===== src/rtl/led_matrix_dim_if.sv =====
// Write/swap handshake between the pattern logic and the LED matrix driver.
interface led_matrix_dim_if #(
    parameter int ADDR_W = 4,
    parameter int BW     = 4
);
    logic              wr_en;
    logic [ADDR_W-1:0] wr_addr;
    logic [BW-1:0]     wr_data;
    logic              wr_ready;
    logic              swap;
    logic              swap_pending;

    modport master (output wr_en, wr_addr, wr_data, swap, input wr_ready, swap_pending);
    modport slave  (input wr_en, wr_addr, wr_data, swap, output wr_ready, swap_pending);
endinterface


===== src/rtl/led_matrix_dim.sv =====
// Row-scanned LED matrix driver with per-LED PWM, row blanking and a double-buffered frame store.
// Optional global dimming input enabled by defining LEDM_GLOBAL_DIM_EN.
module led_matrix_dim #(
    parameter int ROWS         = 4,
    parameter int COLS         = 4,
    parameter int BW           = 4,
    parameter int TICK_DIV     = 2,
    parameter int BLANK_CYCLES = 3,
    parameter int ADDR_W       = $clog2(ROWS * COLS)
) (
    input  logic             clk,
    input  logic             rst_n,
    led_matrix_dim_if.slave  bus,
`ifdef LEDM_GLOBAL_DIM_EN
    input  logic [BW-1:0]    dim,
`endif
    output logic             frame_start,
    output logic [ROWS-1:0]  aled,
    output logic [COLS-1:0]  kled_tri
);
    localparam int NLED = ROWS * COLS;
    localparam int RW   = (ROWS > 1) ? $clog2(ROWS) : 1;
    localparam int CW   = $clog2(BLANK_CYCLES + TICK_DIV + 1);

    localparam logic [0:0] S_BLANK = 1'b0;
    localparam logic [0:0] S_PWM   = 1'b1;

    localparam logic [BW-1:0] TICK_LAST  = BW'((1 << BW) - 2);
    localparam logic [CW-1:0] BLANK_LAST = CW'(BLANK_CYCLES - 1);
    localparam logic [CW-1:0] DIV_LAST   = CW'(TICK_DIV - 1);
    localparam logic [RW-1:0] ROW_LAST   = RW'(ROWS - 1);

    logic [BW-1:0]   fb [2][NLED];
    logic            front_sel;
    logic            pend_q;
    logic            ready_q;
    logic            run;

    logic [0:0]      st,   st_n;
    logic [RW-1:0]   row,  row_n;
    logic [CW-1:0]   cnt,  cnt_n;
    logic [BW-1:0]   tick, tick_n;

    logic            boundary;
    logic            row_entry;
    logic            wr_ok;
    logic [COLS-1:0] kled_n;
    logic [BW-1:0]   dim_q;

    assign bus.swap_pending = pend_q;
    assign bus.wr_ready     = ready_q;

    // Outputs are registered from the next scan position, so the registered
    // position always matches what is visible on the pins.
    always_comb begin
        st_n   = st;
        row_n  = row;
        cnt_n  = cnt + 1'b1;
        tick_n = tick;
        if (!run) begin
            st_n   = S_BLANK;
            row_n  = '0;
            cnt_n  = '0;
            tick_n = '0;
        end else if (st == S_BLANK) begin
            if (cnt == BLANK_LAST) begin
                st_n   = S_PWM;
                cnt_n  = '0;
                tick_n = '0;
            end
        end else if (cnt == DIV_LAST) begin
            cnt_n = '0;
            if (tick == TICK_LAST) begin
                st_n   = S_BLANK;
                tick_n = '0;
                row_n  = (row == ROW_LAST) ? '0 : row + 1'b1;
            end else begin
                tick_n = tick + 1'b1;
            end
        end
    end

    assign row_entry = (st_n == S_BLANK) && (cnt_n == '0);
    assign boundary  = row_entry && (row_n == '0);
    assign wr_ok     = bus.wr_en && ready_q && (int'(bus.wr_addr) < NLED);

    always_comb begin
        kled_n = '0;
        for (int c = 0; c < COLS; c++) begin
            kled_n[c] = (st_n == S_PWM)
                      && (fb[front_sel][ADDR_W'(int'(row_n) * COLS + c)] > tick_n)
                      && (dim_q > tick_n);
        end
    end

`ifdef LEDM_GLOBAL_DIM_EN
    // Dim is latched once per row so a change never glitches a lit row.
    always_ff @(posedge clk or negedge rst_n) begin
        if (!rst_n) begin
            dim_q <= '1;
        end else if (row_entry) begin
            dim_q <= dim;
        end
    end
`else
    assign dim_q = '1;
`endif

    always_ff @(posedge clk or negedge rst_n) begin
        if (!rst_n) begin
            run         <= 1'b0;
            st          <= S_BLANK;
            row         <= '0;
            cnt         <= '0;
            tick        <= '0;
            aled        <= '0;
            kled_tri    <= '0;
            frame_start <= 1'b0;
        end else begin
            run         <= 1'b1;
            st          <= st_n;
            row         <= row_n;
            cnt         <= cnt_n;
            tick        <= tick_n;
            aled        <= (st_n == S_PWM) ? (ROWS'(1) << row_n) : '0;
            kled_tri    <= kled_n;
            frame_start <= boundary;
        end
    end

    // Commit and request are exclusive: commit needs pending, request needs idle.
    always_ff @(posedge clk or negedge rst_n) begin
        if (!rst_n) begin
            front_sel <= 1'b0;
            pend_q    <= 1'b0;
            ready_q   <= 1'b1;
            for (int i = 0; i < NLED; i++) begin
                fb[0][i] <= '0;
                fb[1][i] <= '0;
            end
        end else begin
            if (pend_q && boundary) begin
                front_sel <= ~front_sel;
                pend_q    <= 1'b0;
                ready_q   <= 1'b1;
            end else if (!pend_q && bus.swap) begin
                pend_q    <= 1'b1;
                ready_q   <= 1'b0;
            end
            if (wr_ok) begin
                fb[~front_sel][bus.wr_addr] <= bus.wr_data;
            end
        end
    end
endmodule

===== src/flat_wrapper.sv =====
// flat-port wrapper written by rule: the top's interface ports become plain ports
module led_matrix_dim_flat 
#(
    parameter int ROWS         = 4,
    parameter int COLS         = 4,
    parameter int BW           = 4,
    parameter int TICK_DIV     = 2,
    parameter int BLANK_CYCLES = 3,
    parameter int ADDR_W       = $clog2(ROWS * COLS)
)
  (clk, rst_n, frame_start, aled, kled_tri, bus_wr_en, bus_wr_addr, bus_wr_data, bus_swap, bus_wr_ready, bus_swap_pending);
  led_matrix_dim_if #(.ADDR_W(ADDR_W), .BW(BW)) bus_i ();
  input  logic clk;
  input  logic rst_n;
  output logic frame_start;
  output logic [ROWS-1:0] aled;
  output logic [COLS-1:0] kled_tri;
  input wire logic [$bits(bus_i.wr_en)-1:0] bus_wr_en;
  input wire logic [$bits(bus_i.wr_addr)-1:0] bus_wr_addr;
  input wire logic [$bits(bus_i.wr_data)-1:0] bus_wr_data;
  input wire logic [$bits(bus_i.swap)-1:0] bus_swap;
  output wire logic [$bits(bus_i.wr_ready)-1:0] bus_wr_ready;
  output wire logic [$bits(bus_i.swap_pending)-1:0] bus_swap_pending;
  assign bus_i.wr_en = bus_wr_en;
  assign bus_i.wr_addr = bus_wr_addr;
  assign bus_i.wr_data = bus_wr_data;
  assign bus_i.swap = bus_swap;
  assign bus_wr_ready = bus_i.wr_ready;
  assign bus_swap_pending = bus_i.swap_pending;
  led_matrix_dim #(.ROWS(ROWS), .COLS(COLS), .BW(BW), .TICK_DIV(TICK_DIV), .BLANK_CYCLES(BLANK_CYCLES), .ADDR_W(ADDR_W)) u_core (.clk(clk), .rst_n(rst_n), .bus(bus_i), .frame_start(frame_start), .aled(aled), .kled_tri(kled_tri));
endmodule

===== config.mk =====
export PLATFORM = sky130hd
export DESIGN_NAME = led_matrix_dim_flat
export DESIGN_NICKNAME = d
export VERILOG_FILES = /design/src/rtl/led_matrix_dim_if.sv /design/src/rtl/led_matrix_dim.sv /design/src/flat_wrapper.sv
export SDC_FILE = /design/constraint.sdc
export NUM_CORES = 1
export LEC_CHECK = 0
export BUFFER_PORTS_ARGS = -buffer_cell sky130_fd_sc_hd__buf_4
export CORE_MARGIN = 10
export CORE_UTILIZATION = 60
export DETAILED_ROUTE_END_ITERATION = 10
export MAX_ROUTING_LAYER = met4
export PLACE_DENSITY_LB_ADDON = 0.15
export SLEW_MARGIN = 20
export SYNTH_ARGS = -nofsm -noshare
export SYNTH_HDL_FRONTEND = slang
export SYNTH_SLANG_ARGS = --single-unit

===== constraint.sdc =====
create_clock -name clk -period 6.6 [get_ports clk]
set_input_delay 0.66 -clock clk [delete_from_list [all_inputs] [get_ports clk]]
set_output_delay 0.66 -clock clk [all_outputs]
set_load 0.02 [all_outputs]

==> results.toml, run 1 <==
[outcome]
outcome = "complete, no violations"

[final_layout]
final_net_count = 627
utilization_pct = 69.0
antenna_cells = 0
drive_gt1_share_pct = 33.1
final_cell_mix = "dfrtp_1, mux2_2, mux2i_1"
syn_to_final_growth_pct = 11.2
mostFrequentLayoutCell = "dfrtp_1"
design_area_sq_mm = 0.00842

[sta]
setup_ws_ns = 3.30
finalMaxSlewViolations = 0
fmax_mhz = 303
hold_violations = 0
setup_tns_ns = 0
setup_violations = 0
post-route-period-util_pct = 50.1
worst_clock_skew_ns = 0.00672
worstMarginPinSlew_ns = 1.16
fin_crit_ns = 3.30
relSlewSlack_pct = 22.1
rsz0062_at_grt = "false"

[worst_setup_path]
required_ns = 6.89
critPathKind = "flop to flop"
reg2regPathDepth = 14
rr_endpoint = "u_core.kled_tri[2]$_DFF_PN0_"
cp-end-kind = "flop"
endpoint = "u_core.kled_tri[2]$_DFF_PN0_"
crit_path_start_kind = "flop"
cp-startpoint = "u_core.tick[0]$_DFF_PN0_"
regToRegSetupSlack_ns = 3.30
worstPathArrival_ns = 3.60
worst_path_largest_cell_delay_ns = 0.50
crit_path_cell_trace = "inv_1 -> ha_1 -> nand3_1 -> nor2_4 -> a31oi_4 -> inv_4 -> mux2i_1 -> mux2_2 -> ha_1 -> nor2b_1 -> o21ai_0 -> nand2b_1 -> a21oi_1 -> nor3_1"
reg2reg_from = "u_core.tick[0]$_DFF_PN0_"
crit_path_top_delay_cell = "inv_4"
crit_top_cell = "ha_1"
cp_max_fo = 36

[synth]
synth-edff-count = 0
synthesis.area_sq_mm = 0.00757
async_flop_share_pct = 100
synth-seq-area-share_pct = 49.9
syn_inst = 584
yosysWarningCount = 0
synth.avg_cell_area_sq_um = 13.0
yosysUniqueCellTypes = 50
yosysTopAreaCell = "dfrtp_1"
synth.top_cell.area_share_pct = 49.6
synth_nets = 615
synth_seq_cells = 151
synth.area.top_cells = "dfrtp_1, mux2_2, mux2i_1"
synthFlopType = "dfrtp_1"

[floorplanning]
die_x_um = 132
rows = 40
ioPinCount = 23
start_util_pct = 62.0
die_area_sq_mm = 0.0175
die_h_um = 132
core_sq_mm = 0.0122

[power]
p_leak_uw = 0.00398
power_density_mw_per_mm2 = 398
vdd_ir_drop_max_mv = 0.255

[global_route]
grtUsageTotal_pct = 19.7
grt_pass1_vias = 5013
grt_max_degree = 88
grt.overflow.total = 0
grt_pass1_wl_um = 26600
antenna_found_initial = 0

[cts]
cts-root-buf = "clkbuf_16"
cts-hold-fix-buffers = 0
clk_pin_slew_ns = 0.06
cts_made_buffers = 17
htree_levels = 4
postCtsSetupBuffers = 0
cts_sinks = 151
cts_tree = "built"
clockBufferDepth = 2
cts_resized = 0
clock_latency_ns = 0.43

[routing]
drc = 0
vias_per_cell = 5.89
drt_iter0_markers = 223
route.detailed.wl_per_inst_um = 20.6
wl_um = 16000
ant_nets = 0
drt-pass1-iter-count = 4
num_vias = 4569

[placement]
placed_cell_area_sq_mm = 0.00782
io_buffers = 22
place.gp.congestion = 0.844
preCtsSetupSlack_ns = 3.32
place_hpwl_um = 10400

[flow_run]
maxCapViolations = 0

[hold_path]
hold_path.class = "input pin to asynchronous set/reset pin"
-- cells in the mapped netlist, types with 2 or more instances --
| master | number |
|---|---|
| nor2_1 | 33 |
| mux2_2 | 136 |
| nor3_1 | 9 |
| nor3b_1 | 2 |
| ha_1 | 19 |
| inv_1 | 8 |
| buf_6 | 3 |
| clkbuf_1 | 21 |
| mux2_1 | 4 |
| o311a_1 | 2 |
| nor4_1 | 2 |
| nand2_1 | 19 |
| nor2b_1 | 8 |
| and4_1 | 4 |
| o21ai_0 | 6 |
| xnor2_1 | 2 |
| a21o_1 | 2 |
| buf_2 | 3 |
| nand3_1 | 5 |
| dfrtp_1 | 150 |
| and2_1 | 2 |
| buf_4 | 4 |
| mux2i_1 | 101 |
| nand2b_1 | 7 |
| and3_1 | 2 |
| a21oi_1 | 6 |
-- sequential cells by signal, summed over array words and instances (netlist names), 2 cells and up --
name / count
u_core.fb: 128
u_core.aled: 4
u_core.kled_tri: 4
u_core.tick: 4
u_core.cnt: 3
u_core.row: 2
-- kinds of logic after synthesis --
kind of cell               count (synthesis)  synth area share (%)
adders and majority gates                 19                  3.14
and+or+nand+nor                          104                  7.35
xor gates and xnor gates                   3                 0.347
buffers and inverters                     41                  2.61
other                                      1                0.0495
DFF                                      151                  49.9
muxes                                    241                  34.2
AOI/OAI and AO/OA                         24                  2.44
-- routing by layer --
| metal | global-route usage (%) | part of all wire, % |
|---|---|---|
| met5 | - | 0 |
| met4 | 7.70 | 2.1 |
| met3 | 4.23 | 4.1 |
| met2 | 32.3 | 52 |
| met1 | 23.1 | 42 |
-- through the flow --
stage                     total power (uW)  std cells  hold slack [ns]
final                                 3350        776            0.194
after global routing                  3550        776            0.248
after CTS                             3370        776            0.219
after detailed placement              2370        745            0.480
after global placement                2320        745            0.468
after floorplan                       2130        584            0.364
-- layout make-up --
| class | count | area [sq um] |
|---|---|---|
| clock buffers | 21 | 440 |
| well taps | 168 | 210 |
| clock inverters | 10 | 154 |
| repair buffers | 25 | 195 |
| flip-flops and latches | 151 | 3780 |
| inverters | 9 | 36.3 |
| fillers | 912 | 3790 |
| multi-input cells | 392 | 3600 |
-- critical path: cells and delay by family, from the launching register on --
kind            cells  cell delay [ns]
compound gates      3             0.42
fa+ha+maj           2             0.49
buf+inv             2             0.59
flops               1             0.45
mux                 2             0.49
simple gates        5             0.72
-- worst min-delay path by stage --
stage | start | endpoint | cells after the start
final | rst_n | u_core.cnt[2]$_DFF_PN0_ | 1
after global routing | rst_n | u_core.cnt[2]$_DFF_PN0_ | 1
after CTS | rst_n | u_core.cnt[2]$_DFF_PN0_ | 1
after detailed placement | u_core.fb[14]$_DFFE_PN0P_ | u_core.fb[14]$_DFFE_PN0P_ | 1
after global placement | u_core.fb[13]$_DFFE_PN0P_ | u_core.fb[13]$_DFFE_PN0P_ | 1
after floorplan | rst_n | u_core.aled[0]$_DFF_PN0_ | 0
-- report_power, final --
group / switching (uW) / internal [uW]
Sequential: 219 / 1220
Combinational: 394 / 524
Clock: 360 / 626
No activity file was read; power rests on OpenSTA's default activity.
==> inputs of run 2 (changes only) <==
--- a/config.mk
+++ b/config.mk
@@ -7,7 +7,7 @@
 export LEC_CHECK = 0
 export BUFFER_PORTS_ARGS = -buffer_cell sky130_fd_sc_hd__buf_4
 export CORE_MARGIN = 10
-export CORE_UTILIZATION = 60
+export CORE_UTILIZATION = 56
 export DETAILED_ROUTE_END_ITERATION = 10
 export MAX_ROUTING_LAYER = met4
 export PLACE_DENSITY_LB_ADDON = 0.15
==> constraint.sdc (replaced) <==
create_clock -name clk -period 2.75 [get_ports clk]
set_input_delay 0.275 -clock clk [delete_from_list [all_inputs] [get_ports clk]]
set_output_delay 0.275 -clock clk [all_outputs]
set_load 0.02 [all_outputs]
==> run 2 against run 1 <==
Compared with the run above:
- clock skew barely moved
- setup slack got worse by 3.2 ns
- die area rose by 6.0%
- count of clock-buffer cells in the layout fell by 2
- clock power rose by 140%
- critical path depth did not move
- via count rose by 3.5%
- critical path type unchanged
- highest routed layer unchanged
==> results.toml, run 2 (synthesis gave the netlist of run 1 again) <==
[floorplanning]
die_x_um = 136
die_area_sq_mm = 0.0186
rows = 42
core_sq_mm = 0.0132
ioPinCount = 23
die_h_um = 136
start_util_pct = 57.2

[worst_setup_path]
crit_path_start_kind = "flop"
critPathKind = "flop to flop"
cp-end-kind = "flop"
crit_path_cell_trace = "nand4bb_4 -> nor2_4 -> buf_4 -> a31oi_4 -> buf_12 -> inv_6 -> mux2i_1 -> mux2_2 -> ha_1 -> nor2b_1 -> o21ai_1 -> nand2b_1 -> a21oi_1 -> nor3_1"
worstPathArrival_ns = 2.94
crit_path_top_delay_cell = "dfrtp_1"
cp_max_fo = 5
required_ns = 3.03
worst_path_largest_cell_delay_ns = 0.39

[global_route]
grt_pass1_vias = 5115
grt_max_degree = 75
grt.overflow.total = 0
grtUsageTotal_pct = 19.9
grt_pass1_wl_um = 27600
antenna_found_initial = 0

[routing]
num_vias = 4728
drt_iter0_markers = 256
ant_nets = 0
vias_per_cell = 5.78
route.detailed.wl_per_inst_um = 20.8
drt-pass1-iter-count = 4
wl_um = 17000
drc = 0

[sta]
whs_ns = 0.0883
finalMaxSlewViolations = 0
setup_violations = 0
rsz0062_at_grt = "true"
worstMarginPinSlew_ns = 0.705
setup_tns_ns = 0
hold_violations = 0
worst_clock_skew_ns = 0.00648
fmax_mhz = 376
fin_crit_ns = 2.66
relSlewSlack_pct = 52.7
post-route-period-util_pct = 96.7

[final_layout]
syn_to_final_growth_pct = 17.6
multi_input_area_sq_mm = 0.00373
largest_reg_flops = 128
n_fill_cell = 975
utilization_pct = 67.3
antenna_cells = 0
final_net_count = 660
seqCellArea_sq_mm = 0.00378
fin_cells = 818
drive_gt1_share_pct = 39.9
regMostFlops = "u_core.fb"
final_cell_mix = "dfrtp_1, mux2_2, mux2i_1"
mostFrequentLayoutCell = "dfrtp_1"

[cts]
cts_tree = "built"
clock_latency_ns = 0.42
cts_sinks = 151
htree_levels = 4
clockBufferDepth = 2
clk_pin_slew_ns = 0.06
cts-root-buf = "clkbuf_16"
cts_made_buffers = 17

[placement]
place.gp.congestion = 0.871
place_hpwl_um = 11100
post-place-cells = 779
io_buffers = 22

[power]
p_leak_uw = 0.00418
vdd_ir_drop_max_mv = 0.542
power_density_mw_per_mm2 = 932

[outcome]
outcome = "complete, no violations"

[hold_path]
hold_path.class = "input pin to flop"

[flow_run]
maxCapViolations = 0
-- run 2: changes by cell type in the layout (fill, tap and decap cells not counted), sizes merged --
| cell | change |
|---|---|
| buf | +30 |
| clkinvlp | +4 |
| clkbuf | -2 |
| inv | +2 |
| bufinv | -1 |
| dlygate4sd3 | +1 |
-- run 2: path summary, 6_finish.rpt --
kind / startpoint / end / cells past startpoint / slack (ns)
worst max-delay path: u_core.cnt[2]$_DFF_PN0_ / u_core.kled_tri[1]$_DFF_PN0_ / 14 / 0.09
worst min-delay path: bus_swap / u_core.bus.swap_pending$_DFFE_PN0P_ / 3 / 0.09
worst max register to register: u_core.cnt[2]$_DFF_PN0_ / u_core.kled_tri[1]$_DFF_PN0_ / 14 / 0.09
worst min register to register: u_core.fb[13]$_DFFE_PN0P_ / u_core.fb[13]$_DFFE_PN0P_ / 1 / 0.49
max in group asynchronous: rst_n / u_core.fb[54]$_DFFE_PN0P_ / 3 / 1.49
min in group asynchronous: rst_n / u_core.st$_DFF_PN0_ / 2 / 0.44
-- run 2: metrics by stage --
step | cell area (sq um) | worst slack [ns] | total power (uW)
global placement | 8080 | 0.0894 | 5700
finish | 8910 | 0.0903 | 8300
floorplan | 7580 | 0.00775 | 5100
CTS | 8750 | -0.00474 | 8240
global route | 8910 | -0.0297 | 8790
detailed placement | 8080 | -0.0269 | 5840
-- run 2: cell type report --
class | instances | area share, %
clock buffer | 19 | 5.09
clock inverter | 13 | 1.73
inverter | 9 | 0.464
multi-input combinational | 392 | 41.9
sequential | 151 | 42.5
tap | 176 | 2.47
timing repair buffer | 56 | 5.58
timing repair inverter | 2 | 0.281
-- run 2: power breakdown --
| group | switching, uW | internal (uW) |
|---|---|---|
| clock | 901 | 1470 |
| sequential | 415 | 2940 |
| combinational | 1140 | 1440 |
-- run 2: timing repair --
action,CTS,global route
setup buffers,2,2
hold buffers,1,0
hold endpoints to repair,71,0
setup endpoints to repair,2,4
resized for setup,5,29
gates cloned,2,0
pin swaps,2,5
-- run 2: worst max-delay path, delay by kind of cell, from the launching register on --
family / cells / cell delay (ns)
adder cells (fa/ha/maj): 1 / 0.28
flip-flops: 1 / 0.39
multiplexers: 2 / 0.35
AO/OA/AOI/OAI: 3 / 0.34
AND/OR/NAND/NOR: 5 / 0.73
buffers and inverters: 3 / 0.43
-- run 2: routing by layer --
layer / part of all wire, % / GRT usage, %
met1: 44 / 23.5
met2: 50 / 32.7
met3: 4.4 / 5.35
met4: 1.5 / 5.56
met5: 0 / -
==> inputs of run 3 (changes only) <==
--- a/config.mk
+++ b/config.mk
@@ -7,7 +7,7 @@
 export LEC_CHECK = 0
 export BUFFER_PORTS_ARGS = -buffer_cell sky130_fd_sc_hd__buf_4
 export CORE_MARGIN = 10
-export CORE_UTILIZATION = 56
+export CORE_UTILIZATION = 60
 export DETAILED_ROUTE_END_ITERATION = 10
 export MAX_ROUTING_LAYER = met4
 export PLACE_DENSITY_LB_ADDON = 0.15
==> constraint.sdc (replaced) <==
create_clock -name clk -period 3.1 [get_ports clk]
set_input_delay 0.31 -clock clk [delete_from_list [all_inputs] [get_ports clk]]
set_output_delay 0.31 -clock clk [all_outputs]
set_load 0.02 [all_outputs]
==> run 3 against run 2 <==
Compared with the run above:
- the flow now finishes with violations (negative hold slack)
- largest cell class unchanged
- worst hold slack got worse by 0.12 ns
- core utilization is 3.1 points higher
- combinational power decreased by 16%
- final cell count shrank 2.8%
- register-to-register slack improved by 0.09 ns
==> results.toml, run 3 (synthesis gave the netlist of run 1 again) <==
[cts]
cts-root-buf = "clkbuf_16"
clockBufferDepth = 2
cts_sinks = 151
cts_tree = "built"
clock_latency_ns = 0.42
clk_pin_slew_ns = 0.06
htree_levels = 4
cts_made_buffers = 17

[placement]
placed_cell_area_sq_mm = 0.00799
preCtsSetupSlack_ns = 0.0976
io_buffers = 22
place.gp.congestion = 0.831
place_hpwl_um = 11000

[global_route]
grt_pass1_vias = 5072
grt.overflow.total = 0
grt_max_degree = 96
antenna_found_initial = 0
grtUsageTotal_pct = 19.5
grt_pass1_wl_um = 26600

[final_layout]
antenna_cells = 0
final_net_count = 645
largest_reg_flops = 128
design_area_sq_mm = 0.00860
syn_to_final_growth_pct = 13.5
final_cell_mix = "dfrtp_1, mux2_2, mux2i_1"
drive_gt1_share_pct = 36.4
regMostFlops = "u_core.fb"
mostFrequentLayoutCell = "dfrtp_1"
utilization_pct = 70.4

[floorplanning]
ioPinCount = 23
start_util_pct = 62.0
rows = 40
die_area_sq_mm = 0.0175
core_sq_mm = 0.0122
die_h_um = 132
die_x_um = 132

[power]
power_density_mw_per_mm2 = 833
p_leak_uw = 0.00406
power.total_uw = 7160
vdd_ir_drop_max_mv = 0.569

[worst_setup_path]
regToRegSetupSlack_ns = 0.18
crit_path_cell_trace = "inv_1 -> ha_2 -> nand3_2 -> nor2_4 -> nor2_2 -> a31oi_4 -> inv_8 -> mux2i_1 -> mux2_2 -> ha_1 -> nor2b_1 -> o21ai_0 -> nand2b_1 -> a21oi_1 -> nor3_1"
required_ns = 3.39
reg2reg_from = "u_core.tick[0]$_DFF_PN0_"
endpoint = "u_core.kled_tri[0]$_DFF_PN0_"
rr_endpoint = "u_core.kled_tri[0]$_DFF_PN0_"
cp-end-kind = "flop"
worstPathArrival_ns = 3.20
reg2regPathDepth = 15
cp_max_fo = 24
worst_path_largest_cell_delay_ns = 0.38
path_depth = 15
cp-startpoint = "u_core.tick[0]$_DFF_PN0_"
path_buf_inv = 2
crit_path_top_delay_cell = "dfrtp_1"
crit_family = "simple AND/OR/NAND/NOR gates"
crit_path_start_kind = "flop"
critPathKind = "flop to flop"

[sta]
relSlewSlack_pct = 41.4
post-route-period-util_pct = 94.1
whs_ns = -0.0301
fmax_mhz = 343
worst_clock_skew_ns = 0.00673
fin_crit_ns = 2.92
setup_ws_ns = 0.183
setup_tns_ns = 0
worstMarginPinSlew_ns = 0.878
hold_violations = 15
setup_violations = 0
finalMaxSlewViolations = 0

[flow_run]
maxCapViolations = 0

[routing]
drt-pass1-iter-count = 4
ant_nets = 0
vias_per_cell = 5.80
route.detailed.wl_per_inst_um = 20.3
wl_um = 16200
num_vias = 4613
drc = 0
drt_iter0_markers = 371

[hold_path]
hold_path.class = "input pin to asynchronous set/reset pin"

[outcome]
outcome = "complete, but fails checks"
violations = "negative hold slack"
-- run 3: metal layers --
layer  wire (um)  global-route usage, %
met1        6670                   22.0
met2        8620                   33.3
met3         462                   3.73
met4         404                   7.76
met5           0                      -
-- run 3: area by class of cell --
type | count | area [sq um]
Sequential cell | 151 | 3790
Fill cell | 899 | 3620
Multi-Input combinational cell | 392 | 3610
Clock buffer | 18 | 439
Timing Repair Buffer | 43 | 377
Tap cell | 168 | 210
Clock inverter | 14 | 134
Inverter | 9 | 41.3
-- run 3: power by group --
| group | total (uW) | internal, uW | switching, uW |
|---|---|---|---|
| sequential | 3000 | 2610 | 386 |
| combinational | 2170 | 1210 | 959 |
| clock | 1990 | 1190 | 798 |
| total | 7160 | 5020 | 2140 |
-- run 3: worst min path at each step --
stage	startpoint	endpoint	slack, ns	cells after the start
after global placement	rst_n	u_core.cnt[0]$_DFF_PN0_	0.45	1
final	rst_n	u_core.cnt[2]$_DFF_PN0_	-0.03	1
after detailed placement	rst_n	u_core.cnt[0]$_DFF_PN0_	0.46	1
after floorplan	rst_n	u_core.aled[0]$_DFF_PN0_	0.01	0
after global routing	rst_n	u_core.cnt[1]$_DFF_PN0_	0.06	1
after CTS	rst_n	u_core.cnt[0]$_DFF_PN0_	0.01	1
-- run 3: stage by stage --
step	hold WS (ns)	instances
after floorplan	0.0144	584
after global placement	0.452	761
after detailed placement	0.463	761
after global routing	0.0569	795
final	-0.0301	795
after CTS	0.0139	793
-- run 3: timing repair --
item,4_1_cts,5_1_grt
gates resized for setup,0,7
hold buffers,0,0
setup endpoints to repair,0,4
setup buffers,0,2
